File: src/rtl/jtoutrun_bank_arb.sv
// Multi-client ROM arbiter for one SDRAM bank: one tag/data cache entry per client,
// misses compete for the bank and fill their entry on burst completion.
module jtoutrun_bank_arb #(
    parameter int unsigned N    = 4,
    parameter int unsigned AW   = 22,
    parameter int unsigned DW   = 16,
    parameter int unsigned PRIO = 0
) (
    input  logic            clk,
    input  logic            rst_n,
    input  logic [N-1:0]    cs,
    input  logic [N*AW-1:0] addr,
    output logic [N-1:0]    ok,
    output logic [N*DW-1:0] dout,
    output logic [AW-1:0]   ba_addr,
    output logic            ba_rd,
    input  logic            ba_ack,
    input  logic            ba_dst,
    input  logic            ba_rdy,
    input  logic [15:0]     data_read
);
    localparam int unsigned GW   = $clog2(N);
    localparam bit          WIDE = (DW > 16);

    typedef enum logic [1:0] {StIdle, StReq, StWait, StWord2} state_e;

    state_e        state_q, state_d;
    logic [AW-1:0] tag_q  [N];
    logic [DW-1:0] data_q [N];
    logic [N-1:0]  valid_q;
    logic [N-1:0]  ok_q, ok_d;
    logic [N-1:0]  hit, fill_hit, miss;
    logic [AW-1:0] ba_addr_q;
    logic [GW-1:0] gnt_q, last_q, pick, idx;
    logic [AW-1:0] pick_addr;
    logic          pick_vld;
    logic [DW-1:0] buf_q, buf_d;
    logic          hi_done_q;
    logic          start, fill, cap_lo, cap_hi;

    // Hit detection; the fill bypass lets ok rise the cycle right after ba_rdy.
    always_comb begin
        for (int k = 0; k < N; k++) begin
            hit[k]      = cs[k] & valid_q[k] & (tag_q[k] == addr[k*AW +: AW]);
            fill_hit[k] = cs[k] & fill & (gnt_q == GW'(k)) & (addr[k*AW +: AW] == ba_addr_q);
        end
        miss = cs & ~hit;
        ok_d = hit | fill_hit;
    end

    // Lowest-numbered pass wins, so iterate from the lowest-priority candidate down.
    always_comb begin
        pick      = '0;
        pick_vld  = 1'b0;
        idx       = '0;
        pick_addr = '0;
        for (int unsigned i = N; i >= 1; i--) begin
            if (PRIO != 0) begin
                idx = GW'(i - 1);
            end else begin
                idx = GW'((32'(last_q) + i) % N);
            end
            if (miss[idx]) begin
                pick     = idx;
                pick_vld = 1'b1;
            end
        end
        for (int k = 0; k < N; k++) begin
            if (pick == GW'(k)) begin
                pick_addr = addr[k*AW +: AW];
            end
        end
    end

    always_ff @(posedge clk or negedge rst_n) begin
        if (!rst_n) begin
            state_q <= StIdle;
        end else begin
            state_q <= state_d;
        end
    end

    always_comb begin
        state_d = state_q;
        unique case (state_q)
            StIdle: begin
                if (start) begin
                    state_d = StReq;
                end
            end
            StReq: begin
                if (ba_ack) begin
                    if (fill) begin
                        state_d = StIdle;
                    end else if (cap_lo && WIDE) begin
                        state_d = StWord2;
                    end else begin
                        state_d = StWait;
                    end
                end
            end
            StWait: begin
                if (fill) begin
                    state_d = StIdle;
                end else if (cap_lo && WIDE) begin
                    state_d = StWord2;
                end
            end
            StWord2: begin
                if (fill) begin
                    state_d = StIdle;
                end
            end
            default: state_d = StIdle;
        endcase
    end

    always_comb begin
        ba_rd   = (state_q == StReq);
        ba_addr = ba_addr_q;
        ok      = ok_q;
        start   = (state_q == StIdle) && pick_vld;
        cap_lo  = (((state_q == StReq) && ba_ack) || (state_q == StWait)) && ba_dst;
        cap_hi  = WIDE && (state_q == StWord2) && !hi_done_q;
        fill    = (((state_q == StReq) && ba_ack) || (state_q == StWait) ||
                   (state_q == StWord2)) && ba_rdy;
        for (int k = 0; k < N; k++) begin
            dout[k*DW +: DW] = data_q[k];
        end
    end

    // Burst data collects here and only reaches the cache on fill, so an aborted
    // or redirected transaction never disturbs a live entry.
    always_comb begin
        buf_d = buf_q;
        if (cap_lo) begin
            buf_d[15:0] = data_read;
        end
        if (cap_hi) begin
            buf_d[DW-1:DW-16] = data_read;
        end
    end

    always_ff @(posedge clk or negedge rst_n) begin
        if (!rst_n) begin
            valid_q   <= '0;
            ok_q      <= '0;
            ba_addr_q <= '0;
            gnt_q     <= '0;
            last_q    <= GW'(N - 1);
            buf_q     <= '0;
            hi_done_q <= 1'b0;
        end else begin
            ok_q      <= ok_d;
            buf_q     <= buf_d;
            hi_done_q <= (state_q == StWord2);
            if (start) begin
                gnt_q     <= pick;
                last_q    <= pick;
                ba_addr_q <= pick_addr;
            end
            if (fill) begin
                valid_q[gnt_q] <= 1'b1;
            end
        end
    end

    always_ff @(posedge clk) begin
        if (fill) begin
            tag_q[gnt_q]  <= ba_addr_q;
            data_q[gnt_q] <= buf_d;
        end
    end

endmodule

File: config.mk
export PLATFORM = sky130hd
export DESIGN_NAME = jtoutrun_bank_arb
export DESIGN_NICKNAME = d
export VERILOG_FILES = /design/src/rtl/jtoutrun_bank_arb.sv
export SDC_FILE = /design/constraint.sdc
export NUM_CORES = 1
export LEC_CHECK = 0
export CORE_ASPECT_RATIO = 1.4
export CORE_MARGIN = 3
export CORE_UTILIZATION = 30
export DETAILED_ROUTE_END_ITERATION = 16
export PLACE_DENSITY_LB_ADDON = 0.08
export SLEW_MARGIN = 20
export SYNTH_ARGS = -nofsm -noshare
export SYNTH_HDL_FRONTEND = slang
export SYNTH_SLANG_ARGS = --single-unit
File: constraint.sdc
create_clock -name clk -period 5.37 [get_ports clk]
set_clock_uncertainty 0.05 [all_clocks]
set_input_delay 0.537 -clock clk [delete_from_list [all_inputs] [get_ports clk]]
set_output_delay 0.537 -clock clk [all_outputs]
set_load 0.01 [all_outputs]
# Word level (Yosys, flattened, before mapping)
# Memories as Yosys holds them, arrays and structs flattened.
# Index checks and enable logic that the tools add are counted.
[totals]
regBits = 52
mem_bits_rw = 152
in_bits = 113
out_inout_bits = 91
elab_cells = 105
mem_count = 2
[op_classes]
n_addsub = 4
magnitude_cmp = 6
eq_ne = 20
mux = 30
bitwise = 24
reduce_logical = 12
[mem_list]
columns = ["memory", "words", "word_bits", "rd", "rd_ports_with_merged_regs", "wr", "line", "source"]
rows = [
  ["tag_q", 4, 22, 4, 0, 1, "28", "logic [AW-1:0] tag_q [N];"],
  ["data_q", 4, 16, 4, 0, 1, "29", "logic [DW-1:0] data_q [N];"],
]
[op_table]
columns = ["operator", "count"]
rows = [
  ["$eq A22 B22 Y1", 8],
  ["$mux W22", 4],
  ["$and A1 B1 Y1", 20],
  ["$mux W16", 1],
  ["$mux W2", 8],
  ["$lt A2 B3 Y1 const B", 5],
  ["$eq A2 B2 Y1 const B", 6],
  ["$mux W1", 11],
  ["$bmux W1 S2", 4],
  ["$or A4 B4 Y4", 2],
  ["$eq A2 B1 Y1 const B", 3],
  ["$logic_not A2 Y1", 3],
  ["$pmux W2 S3", 1],
  ["$logic_and A1 B1 Y1", 5],
  ["$add A2 B1 Y2 const B", 2],
  ["$add A2 B2 Y2 const B", 2],
  ["$and A4 B4 Y4", 1],
  ["$ne A2 B1 Y1 const B", 2],
  ["$not A4 Y4", 1],
  ["$reduce_and A3 Y1", 1],
  ["$demux W1 S2", 1],
  ["$ge A2 B1 Y1 const B", 1],
  ["$logic_or A1 B1 Y1", 2],
  ["$ne A2 B2 Y1 const B", 1],
  ["$reduce_or A2 Y1", 1],
]

# Depth between registers and ports, before layout
# An unclocked memory read counts as a cell.
[logic_depth]
depth_word = 16
depth_mapped = 10
mapped_depth_nobuf = 8

# Worst setup path after synthesis
# OpenSTA, ideal clock, no wires.
[synth_path]
path_kind = "in2reg"
from = "in ba_ack"
to = "mem data_q[0][0] (enable)"
setup_ps = 492
arrival_ps = 3736
t_required_ps = 4828
setup_slack_ps = 1092
cell_stages = 3
n_path_buf = 0
cell_sequence = "a21oi_1 nor2b_1 nor3b_1"
[synth_between]
elab_chain_len = 6
[synth_rtl]
columns = ["element", "line", "source"]
rows = [
  ["from (decl)", "17", "input logic ba_ack,"],
  ["$logic_and A1 B1 Y1", "125", "fill = (((state_q == StReq) && ba_ack) || (state_q == StWait) ||"],
  ["$logic_or A1 B1 Y1 (2 in series)", "125", ""],
  ["$logic_and A1 B1 Y1", "126", "(state_q == StWord2)) && ba_rdy;"],
  ["$mux W1", "169", "if (fill) begin"],
  ["$mux W1 (implied by the code)", "171", "data_q[gnt_q] <= buf_d;"],
  ["to (decl)", "29", ""],
]
# No other way between the ends.

# Worst setup path after layout
[layout_path]
from = "in addr[57]"
to = "reg ba_addr_q[10] (netlist: ba_addr[10])"
[layout_between]
elab_chain_len = 15
word_cells_on_any_way = 29
classes_between = "4 x eq/ne; 20 x mux; 3 x bitwise; 2 x reduce/logical"
[layout_rtl]
columns = ["element", "line", "source"]
rows = [
  ["from (decl)", "12", "input logic [N*AW-1:0] addr,"],
  ["$eq A22 B22 Y1 (*)", "44", "hit[k] = cs[k] & valid_q[k] & (tag_q[k] == addr[k*AW +: AW]);"],
  ["$and A1 B1 Y1 (*)", "44", ""],
  ["$not A4 Y4 (*)", "47", "miss = cs & ~hit;"],
  ["$and A4 B4 Y4 (*)", "47", ""],
  ["$bmux W1 S2", "63", "if (miss[idx]) begin"],
  ["$mux W1 (implied by the code)", "63", ""],
  ["$mux W2 (4 in series)", "63", ""],
  ["$logic_not A2 Y1", "69", "if (pick == GW'(k)) begin"],
  ["$mux W22 (4 in series)", "69", ""],
  ["to (signal assigned)", "160", "ba_addr_q <= pick_addr;"],
  ["to (decl)", "33", "logic [AW-1:0] ba_addr_q;"],
]
# Mark *: on every way between the ends. The rest lies on a longest branch, timed or not. The select of a mux whose other input is x is not followed.
# A chain may end at the register's enable or synchronous reset.

==> results.py <==
metrics = {
    "critical_path": {
        "endpoint": "ba_addr[10]",
        "cp-start-kind": "input port",
        "reg2reg_depth": 9,
        "startpoint": "addr[57]",
        "crit_buf_inv": 2,
        "cpMaxStageDelayCell": "nor4_1",
        "crit_type": "input port to flop",
        "cp.required_ns": 5.70,
        "r2r-start": "tag_q[2][13]",
        "crit_path_cell_trace": "clkdlybuf4s50_1 -> xor2_1 -> nor4_1 -> nand4_1 -> o21ai_0 -> a32oi_1 -> and3_2 -> buf_4 -> a211oi_1 -> a221oi_2",
        "critical_path.max_fanout": 26,
        "cp.arrival_ns": 4.20,
        "rrSetupSlack_ns": 1.73,
        "critical_path.top_delay_family": "simple AND/OR/NAND/NOR gates",
        "slowest_delay_ns": 0.72,
        "r2r-end": "ba_addr[10]",
        "path_depth": 10,
        "endpoint_kind": "flop",
    },
    "synthesis": {
        "postSynthAreaPerCell_um2": 13.78,
        "synth.cell_area_mm2": 0.009548,
        "ys_top_cells_by_count": "edfxtp_1 (152), xor2_1 (118), xnor2_1 (58)",
        "yosysUniqueCellTypes": 46,
        "yosysMostFrequentCell": "edfxtp_1",
        "synth-edff-count": 152,
        "syn-num-nets": 806,
        "synth_top_area_cell": "edfxtp_1",
        "yosys_register_bits": 204,
        "ys_top_cells_by_area": "edfxtp_1 (48%), dfrtp_1 (13%), xor2_1 (11%), xnor2_1 (5.3%), a221oi_2 (3.5%)",
        "synthFlopType": "edfxtp_1",
        "synth_top_area_share": 0.4781,
        "ys_seq_area_frac": 0.6146,
        "synthArstFlopShare": 0.2549,
        "synth_cells": 693,
        "yosysWarningCount": 0,
    },
    "clock_tree": {
        "cts.sinks": 204,
        "clk_pin_slew_ns": 0.06,
        "root_buffer": "clkbuf_16",
        "clock_latency_ns": 0.52,
        "cts_buffer_depth": 3,
        "ctsHoldBuffers": 0,
        "cts_made_buffers": 23,
        "post_cts_resized": 0,
        "cts_htree_levels": 1,
        "post_cts_buffers": 0,
        "cts_tree": "done",
    },
    "power_and_ir_drop": {
        "vdd_drop_max_mv": 0.3426,
        "power_density_mw_per_mm2": 491.2,
        "finalPower_mw": 6.255,
        "p_leak_nw": 4.490,
    },
    "final_layout": {
        "final_cells": 1297,
        "drive_above_1_share": 0.1114,
        "fillers": 2912,
        "area_growth_pct": 33.38,
        "fin_nets": 1005,
        "n_antenna_cell": 0,
    },
    "routing": {
        "drcViolationCount": 0,
        "drt_iter0_drc": 436,
        "top_layer_used": "met4",
        "drt-total-wl_mm": 34.51,
        "vias_per_cell": 5.063,
        "met2_length_mm": 17.86,
        "wl_per_cell_um": 26.61,
        "wl_met1_mm": 13.08,
        "wl_met3_mm": 2.309,
        "vias": 6567,
        "dr.pass1.iters": 4,
        "postRouteAntennaNets": 0,
    },
    "die": {
        "start_util": 0.3071,
        "io-pin-count": 204,
        "num_rows": 76,
        "die_width_um": 156.8,
        "core-area_mm2": 0.03109,
        "die_h_um": 217.1,
        "die-area_mm2": 0.03403,
    },
    "timing": {
        "worstMarginPinSlew_ns": 0.8498,
        "timing.final.max_slew_violations": 0,
        "setup_viol": 0,
        "slew_headroom": 0.4321,
        "max_freq_ghz": 0.2582,
        "whs_ns": 0.1572,
        "finalSetupTns_ns": 0,
        "rsz0062_at_grt": "no",
        "final-hold-violation-count": 0,
        "fin_crit_sh": 0.7211,
        "min_period_ns": 3.872,
    },
    "placed_design": {
        "placed_cells": 1257,
        "finalWeightedCongestion": 0.8868,
        "dp_hpwl_mm": 24.87,
        "port_buffers": 203,
    },
    "global_route": {
        "grt_pass1_wl_mm": 49.71,
        "overflow": 0,
        "grt_max_degree": 53,
        "antenna_found_initial": 0,
        "gr-usage-all-layers": 0.2002,
        "grt_pass1_vias": 7165,
    },
    "worst_hold_path": {
        "hp-class": "input port to asynchronous set/reset pin",
    },
    "run": {
        "drv_cap": 0,
    },
    "status": {
        "status": "finished clean",
    },
}
==> layout make-up <==
type,instances,area (um^2),area share
repair buffers,217,2132,0.1674
clock buffers,26,606.8,0.04765
clock inverters,14,127.6,0.01002
well taps,390,488.0,0.03832
inverters,29,111.4,0.008744
flip-flops and latches,204,5868,0.4608
multi-input cells,417,3401,0.2670
==> per-layer routing <==
layer	vias to the layer above	GRT usage
met3	54	0.04038
li1	2950	-
met4	0	0.07650
met1	3288	0.2387
met5	-	0
met2	275	0.3523
==> power breakdown <==
| group | switching (mW) | internal, mW |
|---|---|---|
| sequential | 0.415 | 2.23 |
| combinational | 1.16 | 0.899 |
| clock | 0.649 | 0.906 |
| total | 2.22 | 4.03 |
==> worst register-to-register path: cells and delay by family, from the launching register on <==
family                    cells  cell delay, ns
DFF                           1            0.38
xor gates and xnor gates      1            0.21
and+or+nand+nor               3            1.45
AOI/OAI and AO/OA             4            1.09
buffers and inverters         1            0.33
==> worst min-delay path by stage <==
stage	slack, ns	end
floorplan	0.19	ba_addr[0]
global placement	0.40	valid_q[1]
detailed placement	0.41	valid_q[1]
CTS	0.19	ba_addr[11]
global route	0.20	ba_addr[13]
finish	0.16	ba_addr[13]
==> kinds of logic (layout without fill, tap and decap cells) <==
logic type / count (synthesis) / after routing / share of synthesized area
compound gates: 89 / 89 / 0.08413
xor+xnor: 176 / 176 / 0.1614
flops: 204 / 204 / 0.6146
buf+inv: 72 / 286 / 0.03171
mux: 41 / 41 / 0.04534
simple gates: 111 / 111 / 0.06277
==> stage by stage <==
step,setup WS (ns),util,area (um^2)
finish,1.498,0.4095,12730
global route,1.328,0.4095,12730
CTS,1.567,0.4095,12730
detailed placement,1.026,0.3859,12000
global placement,1.166,0.3858,12000
floorplan,1.092,-,9548
==> cells in the final DEF, fill, tap and decap left out, drive strengths merged, types with 2 or more instances in the layout <==
master	synthesis	layout
clkdlybuf4s50	0	202
clkinvlp	0	3
nor3	6	6
clkbuf	36	26
xnor2	58	58
nand4	20	20
o21ai	9	9
buf	7	15
clkinv	0	10
mux2i	23	23
inv	29	28
a221oi	22	22
edfxtp	152	152
nor2b	2	2
nand2b	4	4
dfstp	2	2
mux2	18	18
nor2	24	24
nor4	31	31
a211oi	22	22
a31oi	22	22
o211ai	2	2
nand2	11	11
bufinv	0	2
nand3	6	6
and2	2	2
dfrtp	50	50
xor2	118	118
==> state kept, by name, indices dropped and copies added, names as in the netlist <==
register and cells:
valid_q 4, last_q 2, ba_addr 22, buf_q 16, gnt_q 2, tag_q 88, ok 4, data_q 64
state_q 2
Power figures use the tool's default switching activity.
